**src/rtl/ac_pixel_port.sv**
```systemverilog
// Access-controller pixel port: buffers source pixels toward the upsampler and
// frames the upsampled pixels on an AXI-Stream master, one frame per start.

module ac_pixel_fifo #(
  parameter int DATA_W = 24,
  parameter int DEPTH  = 16
) (
  input  logic              clk,
  input  logic              rst,
  input  logic              push,
  input  logic [DATA_W-1:0] wdata,
  input  logic              pop,
  output logic [DATA_W-1:0] rdata,
  output logic              full,
  output logic              empty
);
  localparam int AW = $clog2(DEPTH);

  logic [DATA_W-1:0] mem [DEPTH];
  logic [AW:0]       wr_ptr;
  logic [AW:0]       rd_ptr;

  always_ff @(posedge clk or posedge rst) begin
    if (rst) begin
      wr_ptr <= '0;
      rd_ptr <= '0;
    end else begin
      if (push) wr_ptr <= wr_ptr + (AW+1)'(1);
      if (pop)  rd_ptr <= rd_ptr + (AW+1)'(1);
    end
  end

  always_ff @(posedge clk) begin
    if (push) mem[wr_ptr[AW-1:0]] <= wdata;
  end

  // Extra pointer bit distinguishes full from empty when the indices match.
  assign empty = (wr_ptr == rd_ptr);
  assign full  = (wr_ptr[AW] != rd_ptr[AW]) && (wr_ptr[AW-1:0] == rd_ptr[AW-1:0]);
  assign rdata = empty ? '0 : mem[rd_ptr[AW-1:0]];
endmodule

module ac_pixel_port #(
  parameter int SRC_W      = 960,
  parameter int SRC_H      = 540,
  parameter int UPSCALE    = 4,
  parameter int FIFO_DEPTH = 16
) (
  input  logic        clk,
  input  logic        rst,
  input  logic        start,
  output logic        busy,
  output logic        frame_done,
  output logic        err_sof,
  input  logic [23:0] s_tdata,
  input  logic        s_tvalid,
  input  logic        s_tuser,
  output logic        s_tready,
  output logic [23:0] ac_upsp_rdata,
  output logic        ac_upsp_rvalid,
  input  logic        upsp_ac_rready,
  input  logic [23:0] upsp_ac_wdata,
  input  logic        upsp_ac_wvalid,
  output logic        ac_upsp_wready,
  output logic [23:0] m_tdata,
  output logic        m_tvalid,
  output logic        m_tuser,
  output logic        m_tlast,
  input  logic        m_tready
);
  localparam int DATA_W  = 24;
  localparam int SRC_PIX = SRC_W * SRC_H;
  localparam int OUT_W   = SRC_W * UPSCALE;
  localparam int OUT_PIX = OUT_W * SRC_H * UPSCALE;
  localparam int IN_CW   = $clog2(SRC_PIX) + 1;
  localparam int OUT_CW  = $clog2(OUT_PIX) + 1;
  localparam int COL_CW  = $clog2(OUT_W) + 1;

  localparam logic [IN_CW-1:0]  SRC_PIX_C  = IN_CW'(SRC_PIX);
  localparam logic [OUT_CW-1:0] OUT_PIX_C  = OUT_CW'(OUT_PIX);
  localparam logic [COL_CW-1:0] OUT_W_LAST = COL_CW'(OUT_W - 1);

  typedef enum logic [1:0] {IDLE, RUN, DRAIN, DONE} state_t;

  state_t             state;
  state_t             state_nxt;
  logic [IN_CW-1:0]   in_cnt;
  logic [OUT_CW-1:0]  wr_cnt;
  logic [OUT_CW-1:0]  out_cnt;
  logic [COL_CW-1:0]  col_cnt;
  logic               in_full;
  logic               in_empty;
  logic               out_full;
  logic               out_empty;
  logic               arm;
  logic               s_push;
  logic               r_pop;
  logic               w_push;
  logic               m_pop;

  assign arm            = (state == IDLE) && start;
  assign s_tready       = (state == RUN) && !in_full && (in_cnt < SRC_PIX_C);
  assign s_push         = s_tvalid && s_tready;
  assign ac_upsp_rvalid = !in_empty;
  assign r_pop          = ac_upsp_rvalid && upsp_ac_rready;
  assign ac_upsp_wready = ((state == RUN) || (state == DRAIN)) && !out_full && (wr_cnt < OUT_PIX_C);
  assign w_push         = upsp_ac_wvalid && ac_upsp_wready;
  assign m_tvalid       = !out_empty;
  assign m_pop          = m_tvalid && m_tready;
  assign m_tuser        = (out_cnt == '0);
  assign m_tlast        = (col_cnt == OUT_W_LAST);
  assign busy           = (state == RUN) || (state == DRAIN);
  assign frame_done     = (state == DONE);

  ac_pixel_fifo #(.DATA_W(DATA_W), .DEPTH(FIFO_DEPTH)) u_in_fifo (
    .clk   (clk),
    .rst   (rst),
    .push  (s_push),
    .wdata (s_tdata),
    .pop   (r_pop),
    .rdata (ac_upsp_rdata),
    .full  (in_full),
    .empty (in_empty)
  );

  ac_pixel_fifo #(.DATA_W(DATA_W), .DEPTH(FIFO_DEPTH)) u_out_fifo (
    .clk   (clk),
    .rst   (rst),
    .push  (w_push),
    .wdata (upsp_ac_wdata),
    .pop   (m_pop),
    .rdata (m_tdata),
    .full  (out_full),
    .empty (out_empty)
  );

  always_ff @(posedge clk or posedge rst) begin
    if (rst) state <= IDLE;
    else     state <= state_nxt;
  end

  always_comb begin
    state_nxt = state;
    case (state)
      IDLE:    if (start) state_nxt = RUN;
      RUN: begin
        if (out_cnt == OUT_PIX_C)     state_nxt = DONE;
        else if (in_cnt == SRC_PIX_C) state_nxt = DRAIN;
      end
      DRAIN:   if (out_cnt == OUT_PIX_C) state_nxt = DONE;
      DONE:    state_nxt = IDLE;
      default: state_nxt = IDLE;
    endcase
  end

  // Arming a frame wins over any idle-time output pop in the same cycle.
  always_ff @(posedge clk or posedge rst) begin
    if (rst) begin
      in_cnt  <= '0;
      wr_cnt  <= '0;
      out_cnt <= '0;
      col_cnt <= '0;
      err_sof <= 1'b0;
    end else if (arm) begin
      in_cnt  <= '0;
      wr_cnt  <= '0;
      out_cnt <= '0;
      col_cnt <= '0;
      err_sof <= 1'b0;
    end else begin
      if (s_push) begin
        in_cnt <= in_cnt + IN_CW'(1);
        if (s_tuser != (in_cnt == '0)) err_sof <= 1'b1;
      end
      if (w_push) wr_cnt <= wr_cnt + OUT_CW'(1);
      if (m_pop) begin
        out_cnt <= out_cnt + OUT_CW'(1);
        col_cnt <= (col_cnt == OUT_W_LAST) ? '0 : col_cnt + COL_CW'(1);
      end
    end
  end
endmodule

```
**config.mk**
```make
export PLATFORM = sky130hd
export DESIGN_NAME = ac_pixel_port
export DESIGN_NICKNAME = d
export VERILOG_FILES = /design/src/rtl/ac_pixel_port.sv
export SDC_FILE = /design/constraint.sdc
export NUM_CORES = 1
export LEC_CHECK = 0
export ABC_AREA = 1
export CAP_MARGIN = 20
export CORE_ASPECT_RATIO = 0.8
export CORE_MARGIN = 4
export CORE_UTILIZATION = 56
export DETAILED_ROUTE_END_ITERATION = 16
export PLACE_DENSITY = 0.74
export RECOVER_POWER = 25
export SLEW_MARGIN = 30
export SYNTH_ARGS = -nofsm -noshare
export SYNTH_HDL_FRONTEND = slang
export SYNTH_SLANG_ARGS = --single-unit
```
**constraint.sdc**
```tcl
create_clock -name clk -period 3.4 [get_ports clk]
set_clock_uncertainty 0.15 [all_clocks]
set_input_delay 0.85 -clock clk [delete_from_list [all_inputs] [get_ports clk]]
set_output_delay 0.85 -clock clk [all_outputs]
set_load 0.05 [all_outputs]
```
==> results of run 1 <==
-- layer usage --
layer	vias up	routed length (µm)	global-route usage (%)
li1	12439	-	-
met1	13677	43600	43.3
met2	1938	49500	43.7
met3	301	14000	5.80
met4	2	3390	8.24
met5	-	7	0
-- synth_stat cells (all sizes together) (3+ instances only) --
cell	n	area (µm²)
edfxtp	768	23100
nor2	688	2600
nand2	500	1910
o21ai	435	2210
nand3	163	856
inv	158	601
dfrtp	104	2600
o211ai	96	721
o22ai	96	601
buf	93	594
clkbuf	85	322
a21oi	51	255
xor2	48	420
nor3	22	110
ha	21	263
nand4	20	125
xnor2	15	131
or2	3	18.8
-- metrics by stage --
stage / cell area, µm² / power, mW / hold WS (ns)
2_1_floorplan: 37400 / 23.2 / 0.321
3_3_place_gp: 40500 / 29.1 / 0.341
3_5_place_dp: 40500 / 29.3 / 0.345
4_1_cts: 45900 / 43.2 / 0.317
5_1_grt: 47100 / 47.4 / 0.394
6_report: 47200 / 45.8 / 0.362
-- worst max-delay path: stages (launching register included) --
cell	delay, ns
dfrtp_4	0.54
buf_12	0.17
buf_12	0.10
buf_12	0.12
o21ai_0	0.14
o211ai_1	0.29
nand3_1	0.20
a21oi_2	0.21
buf_6	0.13
buf_8	0.14
-- registers in the layout, indices dropped and copies added (netlist names) --
signal             cells
u_in_fifo.mem        384
u_out_fifo.mem       384
out_cnt               24
wr_cnt                24
in_cnt                20
col_cnt               13
u_in_fifo.rd_ptr       5
u_in_fifo.wr_ptr       5
u_out_fifo.rd_ptr      5
u_out_fifo.wr_ptr      5
state                  2
err_sof                1
-- cell type report --
class                           instances  area (µm²)
Antenna cell                            5        12.5
Clock buffer                           97        2150
Clock inverter                         53         607
Fill cell                            4138       18800
Inverter                              158         683
Multi-Input combinational cell       2161       11300
Sequential cell                       872       25700
Tap cell                              860        1080
Timing Repair Buffer                  374        5580
Timing Repair inverter                  4        50.0
-- cells by family (layout without fill, tap and decap cells) --
logic type | count (synthesis) | in the layout | synth area share [%]
buffers and inverters | 336 | 686 | 4.05
flip-flops | 872 | 872 | 68.6
adder cells (fa/ha/maj) | 21 | 21 | 0.702
AND/OR/NAND/NOR | 1399 | 1399 | 15.1
AO/OA/AOI/OAI | 678 | 678 | 10.1
XOR/XNOR | 63 | 63 | 1.47
other | 0 | 5 | 0
-- how the worst max path moves through the flow --
stage | from | end | slack, ns | depth (start not counted)
finish | u_in_fifo.rd_ptr[1]$_DFFE_PP0P_ | ac_upsp_rdata[6] | -0.28 | 9
CTS | u_out_fifo.rd_ptr[0]$_DFFE_PP0P_ | m_tdata[22] | -0.11 | 9
detailed placement | u_in_fifo.rd_ptr[1]$_DFFE_PP0P_ | ac_upsp_rdata[8] | 0.31 | 7
floorplan | state[0]$_DFFE_PP0P_ | u_out_fifo.mem[3][0]$_DFFE_PP_ | -0.66 | 9
global placement | u_in_fifo.rd_ptr[0]$_DFFE_PP0P_ | ac_upsp_rdata[21] | 0.31 | 8
global route | u_in_fifo.rd_ptr[1]$_DFFE_PP0P_ | ac_upsp_rdata[6] | -0.29 | 9
-- where the power goes --
| part | switching (mW) | internal, mW | leakage, nW | total (mW) |
|---|---|---|---|---|
| clock | 4.13 | 5.41 | 1.32 | 9.54 |
| sequential | 0.515 | 12.4 | 8.31 | 12.9 |
| combinational | 13.9 | 9.47 | 7.17 | 23.4 |
-- what timing repair did --
item,4_1_cts,5_1_grt
gates cloned,39,27
setup endpoints to repair,49,50
gates resized for setup,292,257
endpoints found under the hold margin,0,0
setup buffers,59,38
pin swaps,86,160
==> summary.md, run 1 <==
| Metric | Value |
|---|---|
| Placed Cells | approximately 4300 |
| Slew Limit Headroom | roughly 2.7% |
| Effective utilization at floorplan | approximately 57% |
| Commonest non-fill, non-tap cells in the layout | edfxtp_1 (768), nor2_1 (593), nand2_1 (483), o21ai_0 (271), nand3_1 (148) |
| Worst-Margin Slew | ~1.5 ns |
| GRT Resource Usage Total | 28.9% |
| Syn. warnings | 0 |
| Crit path max fanout | 7 |
| Layout cells sized above 1 | slightly below 20% |
| Seq/Total Area, Yosys | a little under 70% |
| Power density over the cells | just under 1000 mW/mm² |
| Slack of the critical path | -0.285 ns |
| Critical Path Sink Type | primary output |
| Std cell rows | 84 |
| Post-synth EDFFs | 768 |
| Max-cap check violation count | 0 |
| Clock transition at path regs | approximately 0.06 ns |
| Most common cell after layout, fill and taps aside | edfxtp_1 |
| Post-route non-filler standard cell count | 4584 |
| Syn_area_per_cell | ~11 µm² |
| Hold Crit Endpoint | col_cnt[12]$_DFFE_PP0P_ |
| RSZ-0062 raised after global routing | yes |
| GP Congestion | approximately 0.91 |
| Antenna violations before repair | 4 |
| Async SR Flop Fraction | between 10% and 20% |
| Hold-fix buffers, CTS | 0 |
| Hold Path Class | flop to flop |
| First-pass GRT wire length | around 160000 µm |
| Fmax | around 0.27 GHz |
| Hold Path Stages | 2 |
| Setup CP Type | flop to primary output |
| Flops & latches, synth | ~870 |
| Antenna Nets Post-Route | 0 |
| Worst path arrival time | roughly 2.7 ns |
| Leak | ~17 nW |
| Full die area | slightly above 0.07 mm² |
| Post-Syn Area | ~0.037 mm² |
| Util after Layout | 71.4% |
| Routed length per instance | around 24 µm |
| WL final | around 110000 µm |
| Area growth, synth to finish | 26.0% |
| Failing checks | setup timing |
| TNS Setup | -3.54 ns |
| Largest net degree at the start of global routing | 58 |
| Grt total ovfl | 0 |
| # setup viols final | 47 |
| Maximum vdd drop | about 0.00075 V |
| Root buf cell | clkbuf_16 |
| Syn Nets | between 3000 and 4000 |
| Final hold violations | 0 |
| IO buf count | between 100 and 150 |
| Number of global-route vias before repair | approximately 26000 |
| Final nets | roughly 3700 |
| Hold_sp | col_cnt[12]$_DFFE_PP0P_ |
| Via count | ~28000 |
| Via density | between 6 and 7 |
| Clk buf depth | 3 |
| Worst R2R End | u_in_fifo.mem[0][22]$_DFFE_PP_ |
| Clk_lat worst skew | around 0.63 ns |
| I/O pins | 113 |
| Synth unique cells | 37 |
| CTS HTree Levels | 3 |
| Critical Path Source Type | flop |
| Drt initial violations | ~3600 |
| R2R Setup Slk | roughly 0.5 ns |
| DRC | 0 |
| Synth Flop Type | edfxtp_1 |
| CP required | approximately 2.4 ns |
| Fin crit period | about 3.7 ns |
| Pre-CTS WS | ~0.31 ns |
| Outcome | complete, but fails checks |
| Reg2reg start | u_in_fifo.rd_ptr[0]$_DFFE_PP0P_ |
| Die height | between 200 and 250 µm |
| Clk sinks | 872 |
| Final Cycle Share | 108% |
| Post-DP HPWL | approximately 54000 µm |
| DRT Pass-1 Iters | 6 |
| Cell count of the worst reg-to-reg path | 12 |
| Final count of pins violating max slew | 0 |
| CTS tree | done |
| CTS Buf Count | 82 |
| Chip width | roughly 300 µm |
| Core Box Area | 0.0660 mm² |
| Post-Synthesis Cells | between 3000 and 4000 |
(Power assumes the default switching activity.)
==> run 2: changes to the inputs <==
--- a/config.mk
+++ b/config.mk
@@ -7,11 +7,11 @@
 export LEC_CHECK = 0
 export ABC_AREA = 1
 export CAP_MARGIN = 20
-export CORE_ASPECT_RATIO = 0.8
+export CORE_ASPECT_RATIO = 1.2
 export CORE_MARGIN = 4
-export CORE_UTILIZATION = 56
+export CORE_UTILIZATION = 57
 export DETAILED_ROUTE_END_ITERATION = 16
-export PLACE_DENSITY = 0.74
+export PLACE_DENSITY = 0.73
 export RECOVER_POWER = 25
 export SLEW_MARGIN = 30
 export SYNTH_ARGS = -nofsm -noshare
==> constraint.sdc (replaced) <==
create_clock -name clk -period 4.2 [get_ports clk]
set_clock_uncertainty 0.15 [all_clocks]
set_input_delay 1.05 -clock clk [delete_from_list [all_inputs] [get_ports clk]]
set_output_delay 1.05 -clock clk [all_outputs]
set_load 0.05 [all_outputs]
==> summary.md, run 2 (synthesis gave the netlist of run 1 again) <==
| Metric | Value |
|---|---|
| Routed length per instance | 21.5 µm (-11%) |
| Outcome | finished, final reports clean |
| Chip width | 242 µm (-19%) |
| Reg2reg start | state[0]$_DFFE_PP0P_ |
| Power density over the cells | 737 mW/mm² (-24%) |
| GP Congestion | 0.875 (-4.0%) |
| Layout cells sized above 1 | 9.90% (-9.4 points) |
| Die height | 289 µm (+21%) |
| # fillers | 4716 (+14%) |
| Hold_sp | err_sof$_DFFE_PP0P_ |
| Via density | 6.01 (-2.8%) |
| Hold Path Stages | 2 (unchanged) |
| Fmax | between 0.2 and 0.25 GHz |
| Antenna Nets Post-Route | 0 (unchanged) |
| Clk_lat worst skew | 0.63 ns (about the same) |
| Clk buf depth | 3 (unchanged) |
| Switching share of power | 39.9% (-0.59 points) |
| CP required | 3.00 ns (+0.60 ns) |
| GRT Resource Usage Total | 26.5% (-2.5 points) |
| Clk sinks | 872 (unchanged) |
| Hold Path Class | flop to flop |
| Fin crit period | a little over 4 ns |
| P_int | 19.0 mW (-30%) |
| Final hold slack | 0.346 ns (-0.0162 ns) |
| Cell count of the worst reg-to-reg path | 11 (-1) |
| Largest net degree at the start of global routing | 122 (+110%) |
| Max-cap check violation count | 0 (unchanged) |
| Effective utilization at floorplan | 57.7% (+1.0 points) |
| Clock network fraction of total power | 24.0% (+3.2 points) |
| IO buf count | 112 (unchanged) |
| Maximum vdd drop | 0.00110 V (+47%) |
| CTS tree | done |
| Commonest non-fill, non-tap cells in the layout | edfxtp_1 (768), nor2_1 (652), nand2_1 (492), o21ai_0 (392), nand3_1 (158) |
| Worst R2R End | u_out_fifo.mem[10][21]$_DFFE_PP_ |
| Final nets | 3546 (-4.9%) |
| DRT Pass-1 Iters | 6 (unchanged) |
| Final Cycle Share | about 97% |
| # setup viols final | 0 (-100%) |
| Worst-Margin Slew | 1.35 ns (-0.109 ns) |
| Worst path arrival time | 2.89 ns (+0.21 ns) |
| Area growth, synth to finish | 14.8% |
| Most common cell after layout, fill and taps aside | edfxtp_1 |
| Core Box Area | 0.0648 mm² (-1.8%) |
| WL final | 94200 µm (-15%) |
| Combinational share of power | 43.1% (-8.0 points) |
| Post-DP HPWL | 53600 µm (-0.11%) |
| Crit path max fanout | 52 (+45) |
| CTS HTree Levels | 3 (unchanged) |
| Grt total ovfl | 0 (unchanged) |
| Critical Path Source Type | flop |
| Std cell rows | 102 (+21%) |
| Placed Cells | 4210 (-1.6%) |
| CTS Buf Count | 84 (+2.4%) |
| Root buf cell | clkbuf_16 |
| I/O pins | 113 (unchanged) |
| Via count | 26307 (-7.2%) |
| DRC | 0 (unchanged) |
| TNS Setup | 0 ns (+3.54 ns) |
| Hold Crit Endpoint | err_sof$_DFFE_PP0P_ |
| Antenna violations before repair | 8 (+4) |
| Full die area | 0.0698 mm² (-1.7%) |
| Flop pwr share | 32.9% (+4.8 points) |
| Sw power | 12.7 mW (-32%) |
| Clock transition at path regs | 0.06 ns (about the same) |
| R2R Setup Slk | 1.16 ns (+0.67 ns) |
| RSZ-0062 raised after global routing | no |
| Critical Path Sink Type | primary output |
| Setup CP Type | flop to primary output |
| Final count of pins violating max slew | 0 (unchanged) |
| First-pass GRT wire length | 144000 µm (-8.7%) |
| Final hold violations | 0 (unchanged) |
| Drt initial violations | 2756 (-23%) |
| Post-route non-filler standard cell count | 4377 (-4.5%) |
| Number of global-route vias before repair | 25787 (-2.1%) |
| Leak | 15.1 nW (-10%) |
| Slew Limit Headroom | 9.49% (+6.8 points) |
[run 2: power by group through the flow]
stage	Combinational, mW	Clock [mW]	Sequential, mW
global placement	13.0	0	10.6
finish	13.7	7.60	10.4
global route	14.6	8.06	10.5
CTS	13.5	7.71	10.4
floorplan	8.33	0	10.4
detailed placement	13.3	0	10.6
[run 2: critical path: stages, from the launching register on]
cell and delay (ns):
dfrtp_4 0.57, inv_4 0.10, buf_16 0.24, buf_12 0.28
o21ai_0 0.16, o211ai_1 0.11, nand3_1 0.09, a21oi_1 0.47
buf_12 0.21
[run 2: cell type report]
type / instances / area (µm²) / share of cell area (%)
Clock inverter: 51 / 573 / 1.33
Multi-Input combinational cell: 2161 / 10400 / 24.2
Antenna cell: 8 / 20.0 / 0.0466
Tap cell: 832 / 1040 / 2.42
Clock buffer: 103 / 2190 / 5.11
Sequential cell: 872 / 25700 / 59.8
Inverter: 158 / 609 / 1.42
Timing Repair Buffer: 192 / 2460 / 5.73
[run 2: how the worst max path moves through the flow]
stage                                     from                        endpoint  slack [ns]  cells past startpoint
2_1_floorplan             state[0]$_DFFE_PP0P_  u_out_fifo.mem[3][0]$_DFFE_PP_        0.14                      9
3_3_place_gp   u_in_fifo.rd_ptr[0]$_DFFE_PP0P_               ac_upsp_rdata[10]        0.52                     10
3_5_place_dp   u_in_fifo.rd_ptr[0]$_DFFE_PP0P_               ac_upsp_rdata[10]        0.54                     10
4_1_cts        u_in_fifo.rd_ptr[0]$_DFFE_PP0P_               ac_upsp_rdata[15]        0.03                     10
5_1_grt                   state[0]$_DFFE_PP0P_                  ac_upsp_wready       0.009                      9
6_report       u_in_fifo.rd_ptr[0]$_DFFE_PP0P_               ac_upsp_rdata[18]        0.11                      8
[run 2: per-layer routing]
layer  share of wire, %  GRT usage, %
met1                 38          32.5
met2                 51          47.1
met3                7.6          4.05
met4                3.7          11.2
met5                  0             0
[run 2: through the flow]
stage / setup slack, ns / utilization [%] / total power [mW] / instance area, µm²
after floorplan: 0.137 / - / 18.8 / 37400
after CTS: 0.0279 / 66.1 / 31.6 / 42900
final: 0.108 / 66.3 / 31.7 / 43000
after global placement: 0.522 / 61.8 / 23.6 / 40000
after detailed placement: 0.536 / 61.8 / 23.9 / 40000
after global routing: 0.00880 / 66.3 / 33.1 / 43000
[run 2: timing repair]
action / 4_1_cts / 5_1_grt
hold buffers: 0 / 0
pin swaps: 0 / 0
buffers inserted: 1 / 3
cloned: 0 / 1
gates resized for setup: 10 / 12
setup endpoints to repair: 16 / 26
